`config.mk`:
```
export PLATFORM = sky130hd
export DESIGN_NAME = if_stage
export DESIGN_NICKNAME = d
export VERILOG_FILES = /design/src/rtl/if_stage.sv
export SDC_FILE = /design/constraint.sdc
export NUM_CORES = 1
export LEC_CHECK = 0
export CAP_MARGIN = 20
export CORE_MARGIN = 3
export CORE_UTILIZATION = 50
export CTS_CLUSTER_SIZE = 40
export DETAILED_ROUTE_END_ITERATION = 8
export HOLD_SLACK_MARGIN = 0.12
export PLACE_DENSITY = 0.81
export SLEW_MARGIN = 5
export SYNTH_ARGS = -nofsm -noshare
export SYNTH_HDL_FRONTEND = slang
export SYNTH_SLANG_ARGS = --single-unit
```
`constraint.sdc`:
```
create_clock -name clk -period 8.95 [get_ports clk]
set_input_delay 1.79 -clock clk [delete_from_list [all_inputs] [get_ports clk]]
set_output_delay 1.79 -clock clk [all_outputs]
set_load 0.01 [all_outputs]
```
`src/rtl/if_stage.sv`:
```
// ---------------------------------------------------------------------------
// if_stage
//   Instruction-fetch stage plus the IF/ID pipeline register. Holds the fetch
//   PC, issues single-outstanding requests to instruction memory, captures
//   returned words into IF/ID (or into a one-entry skid buffer while decode is
//   stalled) and applies redirects and squashes coming back from decode.
//
// Optional feature macro: IF_PERF_CNT_EN
//   When defined, adds output if_flush_cnt, a saturating count of edges at
//   which a valid IF/ID entry was squashed.
//
// Ports
//   clk          clock
//   reset        asynchronous, active-high reset
//   stall        hold IF/ID contents
//   pc_sel       redirect fetch to br_target
//   IF_flush     squash the current IF/ID entry
//   br_target    redirect address (low two bits ignored)
//   imem_req     fetch request valid
//   imem_addr    word-aligned fetch address
//   imem_ready   request accepted when imem_req & imem_ready
//   imem_rvalid  response valid (single outstanding, in order)
//   imem_rdata   response word
//   inst         IF/ID instruction, NOP when invalid
//   inst_pc      PC of inst
//   inst_valid   IF/ID entry valid
//   if_flush_cnt (IF_PERF_CNT_EN only) squashed-valid-entry counter
// ---------------------------------------------------------------------------
module if_stage #(
  parameter int unsigned           INST_WIDTH = 32,
  parameter int unsigned           ADDR_WIDTH = 32,
  parameter logic [ADDR_WIDTH-1:0] RESET_PC   = '0
) (
  input  logic                  clk,
  input  logic                  reset,
  input  logic                  stall,
  input  logic                  pc_sel,
  input  logic                  IF_flush,
  input  logic [ADDR_WIDTH-1:0] br_target,
  output logic                  imem_req,
  output logic [ADDR_WIDTH-1:0] imem_addr,
  input  logic                  imem_ready,
  input  logic                  imem_rvalid,
  input  logic [INST_WIDTH-1:0] imem_rdata,
  output logic [INST_WIDTH-1:0] inst,
  output logic [ADDR_WIDTH-1:0] inst_pc,
`ifdef IF_PERF_CNT_EN
  output logic                  inst_valid,
  output logic [15:0]           if_flush_cnt
`else
  output logic                  inst_valid
`endif
);

  localparam logic [INST_WIDTH-1:0] NOP = INST_WIDTH'(32'h0000_0013);

  typedef enum logic [1:0] {
    ST_REQ,
    ST_WAIT,
    ST_DROP,
    ST_HOLD
  } state_t;

  state_t                  state;
  state_t                  state_next;
  logic [ADDR_WIDTH-1:0]   fetch_pc;
  logic [ADDR_WIDTH-1:0]   pc_plus4;
  logic [ADDR_WIDTH-1:0]   target_aligned;
  logic [INST_WIDTH-1:0]   skid_data;

  logic slot_free;
  logic wait_rsp;
  logic load_rsp;
  logic skid_fill;
  logic skid_load;
  logic req_fire;

  assign pc_plus4       = fetch_pc + ADDR_WIDTH'(4);
  assign target_aligned = br_target & ~ADDR_WIDTH'(3);

  // IF/ID can take a new word if it is empty or decode is moving.
  assign slot_free = !inst_valid || !stall;
  assign wait_rsp  = (state == ST_WAIT) && imem_rvalid;
  // A redirect discards whatever word would otherwise be consumed.
  assign load_rsp  = wait_rsp && slot_free && !pc_sel;
  assign skid_fill = wait_rsp && !slot_free && !pc_sel;
  assign skid_load = (state == ST_HOLD) && !stall && !pc_sel;
  assign req_fire  = imem_req && imem_ready;

  // State register.
  always_ff @(posedge clk or posedge reset) begin
    if (reset) state <= ST_REQ;
    else       state <= state_next;
  end

  // Next-state logic.
  always_comb begin
    state_next = state;
    unique case (state)
      ST_REQ: begin
        if (pc_sel)        state_next = ST_REQ;
        else if (req_fire) state_next = ST_WAIT;
      end
      ST_WAIT: begin
        if (pc_sel) begin
          state_next = imem_rvalid ? ST_REQ : ST_DROP;
        end else if (imem_rvalid) begin
          if (slot_free) state_next = imem_ready ? ST_WAIT : ST_REQ;
          else           state_next = ST_HOLD;
        end
      end
      ST_DROP: begin
        if (imem_rvalid) state_next = ST_REQ;
      end
      ST_HOLD: begin
        if (pc_sel || !stall) state_next = ST_REQ;
      end
      default: state_next = ST_REQ;
    endcase
  end

  // Request outputs. In WAIT the next word is requested combinationally in
  // the same cycle the current word is consumed, giving one word per cycle.
  always_comb begin
    imem_req  = 1'b0;
    imem_addr = fetch_pc;
    if (state == ST_REQ) begin
      imem_req  = 1'b1;
      imem_addr = fetch_pc;
    end else if (load_rsp) begin
      imem_req  = 1'b1;
      imem_addr = pc_plus4;
    end
  end

  // Fetch PC: jumps on redirect, advances once the word at fetch_pc has been
  // handed to IF/ID (directly or out of the skid buffer).
  always_ff @(posedge clk or posedge reset) begin
    if (reset)                      fetch_pc <= RESET_PC;
    else if (pc_sel)                fetch_pc <= target_aligned;
    else if (load_rsp || skid_load) fetch_pc <= pc_plus4;
  end

  // Skid buffer holds the word that arrived while IF/ID was stalled; its
  // occupancy is implied by the HOLD state.
  always_ff @(posedge clk or posedge reset) begin
    if (reset)          skid_data <= NOP;
    else if (pc_sel)    skid_data <= NOP;
    else if (skid_fill) skid_data <= imem_rdata;
  end

  // IF/ID register: flush beats stall beats load; an idle, unstalled stage
  // drains to an invalid NOP. inst_pc is left alone when squashing.
  always_ff @(posedge clk or posedge reset) begin
    if (reset) begin
      inst       <= NOP;
      inst_pc    <= RESET_PC;
      inst_valid <= 1'b0;
    end else if (IF_flush) begin
      inst       <= NOP;
      inst_valid <= 1'b0;
    end else if (load_rsp) begin
      inst       <= imem_rdata;
      inst_pc    <= fetch_pc;
      inst_valid <= 1'b1;
    end else if (skid_load) begin
      inst       <= skid_data;
      inst_pc    <= fetch_pc;
      inst_valid <= 1'b1;
    end else if (!stall) begin
      inst       <= NOP;
      inst_valid <= 1'b0;
    end
  end

`ifdef IF_PERF_CNT_EN
  // Counts squashes that actually killed a valid instruction; sticks at max.
  always_ff @(posedge clk or posedge reset) begin
    if (reset)
      if_flush_cnt <= 16'h0000;
    else if (IF_flush && inst_valid && (if_flush_cnt != 16'hFFFF))
      if_flush_cnt <= if_flush_cnt + 16'h0001;
  end
`endif

endmodule

```
==> flow_summary.json <==
{
  "cp.required_ns": 7.16,
  "layout.nets": 878,
  "yosys_warnings": 0,
  "dpl.hpwl_mm": 12.5,
  "wl_per_cell_microns": 19.1,
  "drive_gt1_share_pct": 11.1,
  "yosysUniqueCellTypes": 64,
  "diodes": 0,
  "numCtsBuffers": 17,
  "antenna_found_initial": 0,
  "holdCritStartpoint": "inst[0]",
  "critPathCaptureType": "primary output",
  "cp.arrival_ns": 4.33,
  "cp-start-kind": "input pin",
  "clkPwrFrac_pct": 35.5,
  "reg2reg_slack_ns": 5.75,
  "max_freq_mhz": 163,
  "pwr-share-comb_pct": 25.1,
  "syn_inst": 669,
  "drt_iter0_drc": 574,
  "cp_max_fo": 26,
  "multiInputGateArea_sq_mm": 0.00312,
  "tns_ns": 0,
  "timing.rr.start": "state[1]",
  "clock_sinks": 127,
  "sw_frac_of_total_pct": 27.9,
  "syn_to_final_growth_pct": 34.3,
  "cts.reportedPaths.clkPinSlew_ns": 0.05,
  "final_hold_viol_count": 0,
  "min_period_ns": 6.12,
  "cts_resized": 0,
  "postCtsSetupRepairBufs": 0,
  "dp_cells": 958,
  "via_count": 5930,
  "fp.dieW_microns": 121,
  "synth_ff_type": "dfrtp_1",
  "ant_nets": 0,
  "die_h_microns": 121,
  "grtUsageTotal_pct": 26.3,
  "period_share_pct": 68.3,
  "async_reset_ff_share_pct": 100,
  "p_leak_nw": 3.61,
  "rsz0062_at_grt": "false",
  "final_max_slew_viol_count": 0,
  "cts.hold.buffers_added": 0,
  "crit_start": "stall",
  "switching_power_w": 0.000523,
  "ir_drop_v": 0.000103,
  "grt.overflow.total": 0,
  "totalWireLength_mm": 19.0,
  "hold_depth": 2,
  "start_util_pct": 51.7,
  "clock_skew_ns": 0.00336,
  "seq_area_frac_synth_pct": 48.2,
  "p_per_area_mw_per_mm2": 211,
  "fin_cells": 991,
  "worstSetupPathType": "in2out",
  "synth_seq_cells": 127,
  "port_buffers": 162,
  "netlist_area_sq_mm": 0.00661,
  "clockRootBuffer": "clkbuf_16",
  "ioPinCount": 169,
  "syn_area_per_cell_sq_um": 9.88,
  "internal_power_w": 0.00135,
  "seqPwrFrac_pct": 39.4,
  "clkLatencyLatePin_ns": 0.42,
  "drv_cap": 0,
  "filler_cell_count": 944,
  "viasPerCell": 5.98,
  "finalPower_w": 0.00187,
  "grt_max_degree": 79,
  "htree_levels": 4,
  "die_area_sq_mm": 0.0146,
  "num_rows": 41,
  "clk_path_buf_depth": 2,
  "drt_first_pass_iters": 5,
  "seq_area_sq_mm": 0.00319,
  "maxSlewHeadroom_pct": 27.2,
  "grt_pass1_wl_mm": 30.6,
  "core_area_sq_mm": 0.0128,
  "worstMarginPinSlew_ns": 1.09,
  "grt_pass1_vias": 6042,
  "cts_tree": "yes",
  "setup_viol": 0,
  "hold_end": "inst[0]",
  "r2r_end": "inst_pc[4]",
  "synth_edf_count": 0,
  "outcome": "finished clean",
  "final_cell_mix": "161 x clkdlybuf4s50_1, 121 x dfrtp_1, 98 x nand2_1, 40 x a21oi_1, 33 x mux2i_1",
  "gp_congestion": 0.902,
  "hp-class": "reg2reg",
  "final_common_cell": "clkdlybuf4s50_1",
  "drc": 0,
  "worstRegToRegCells": 4
}
==> synth_stat cells, types with 9 or more instances <==
master       n  area (sq um)
nand3_1     24           120
xnor2_1     27           236
clkbuf_1    33           124
o21ai_0     14          70.1
mux2_2      30           338
buf_2       17          85.1
a21oi_1     40           200
nor3_1       9          45.0
mux2i_1     33           330
nand4_1     22           138
dfrtp_1    121          3030
nor2_1      25          93.8
nand2_1     98           368
inv_1       21          78.8
nor4_1      11          68.8
o2bb2ai_1   31           272
a311oi_1    10          87.6
==> worst max-delay path, cell delays in order <==
cell and delay [ns]:
clkdlybuf4s50_1 0.52, and2_1 0.23, or3_1 0.52, buf_4 0.34, nor2_1 0.17, xnor2_1 0.17, clkdlybuf4s50_1 0.58
==> cell type report <==
cell class              count  share of cell area (%)
well taps                 172                    2.43
clock buffers              25                    5.25
multi-input cells         465                    35.1
inverters                  22                   0.959
flip-flops and latches    127                    35.9
repair buffers            173                    19.4
clock inverters             7                   0.987
==> kinds of logic after synthesis <==
group / Yosys count / share of synthesized area, %
buffers and inverters: 80 / 5.13
adder cells (fa/ha/maj): 1 / 0.189
flip-flops: 127 / 48.2
multiplexers: 64 / 10.3
AND/OR/NAND/NOR: 229 / 17.2
other: 1 / 0.0568
XOR/XNOR: 31 / 4.11
AO/OA/AOI/OAI: 136 / 14.9
==> routing by layer <==
metal	vias up	wire (microns)	track usage, %
li1	2681	-	-
met1	2905	7600	33.4
met2	305	9260	43.0
met3	39	1670	7.27
met4	0	420	9.56
met5	-	0	0
==> worst max path at each step <==
stage and to:
2_1_floorplan fetch_pc[10], 3_3_place_gp imem_addr[6], 3_5_place_dp imem_addr[6], 4_1_cts imem_addr[6], 5_1_grt imem_addr[6], 6_report imem_addr[6]
==> metrics by stage <==
| step | hold WS, ns | utilization [%] | cell area (sq um) | setup slack (ns) |
|---|---|---|---|---|
| finish | 0.466 | 69.5 | 8870 | 2.83 |
| global route | 0.479 | 69.5 | 8870 | 2.71 |
| CTS | 0.471 | 69.3 | 8850 | 2.89 |
| detailed placement | 0.463 | 64.9 | 8290 | 2.87 |
| global placement | 0.449 | 64.9 | 8290 | 2.90 |
| floorplan | 0.465 | - | 6620 | 3.79 |
==> state kept, by name, summed over array words and instances, names as in the netlist <==
signal      count
inst           32
skid_data      32
fetch_pc       30
inst_pc        30
state           2
inst_valid      1
==> power groups by stage <==
| stage | combinational (W) | clock (W) | sequential (W) |
|---|---|---|---|
| final | 0.000470 | 0.000665 | 0.000736 |
| after global routing | 0.000505 | 0.000700 | 0.000751 |
| after CTS | 0.000473 | 0.000671 | 0.000737 |
| after detailed placement | 0.000471 | 0 | 0.000746 |
| after global placement | 0.000461 | 0 | 0.000739 |
| after floorplan | 0.000201 | 0 | 0.000752 |
No activity file was read; power rests on OpenSTA's default activity.
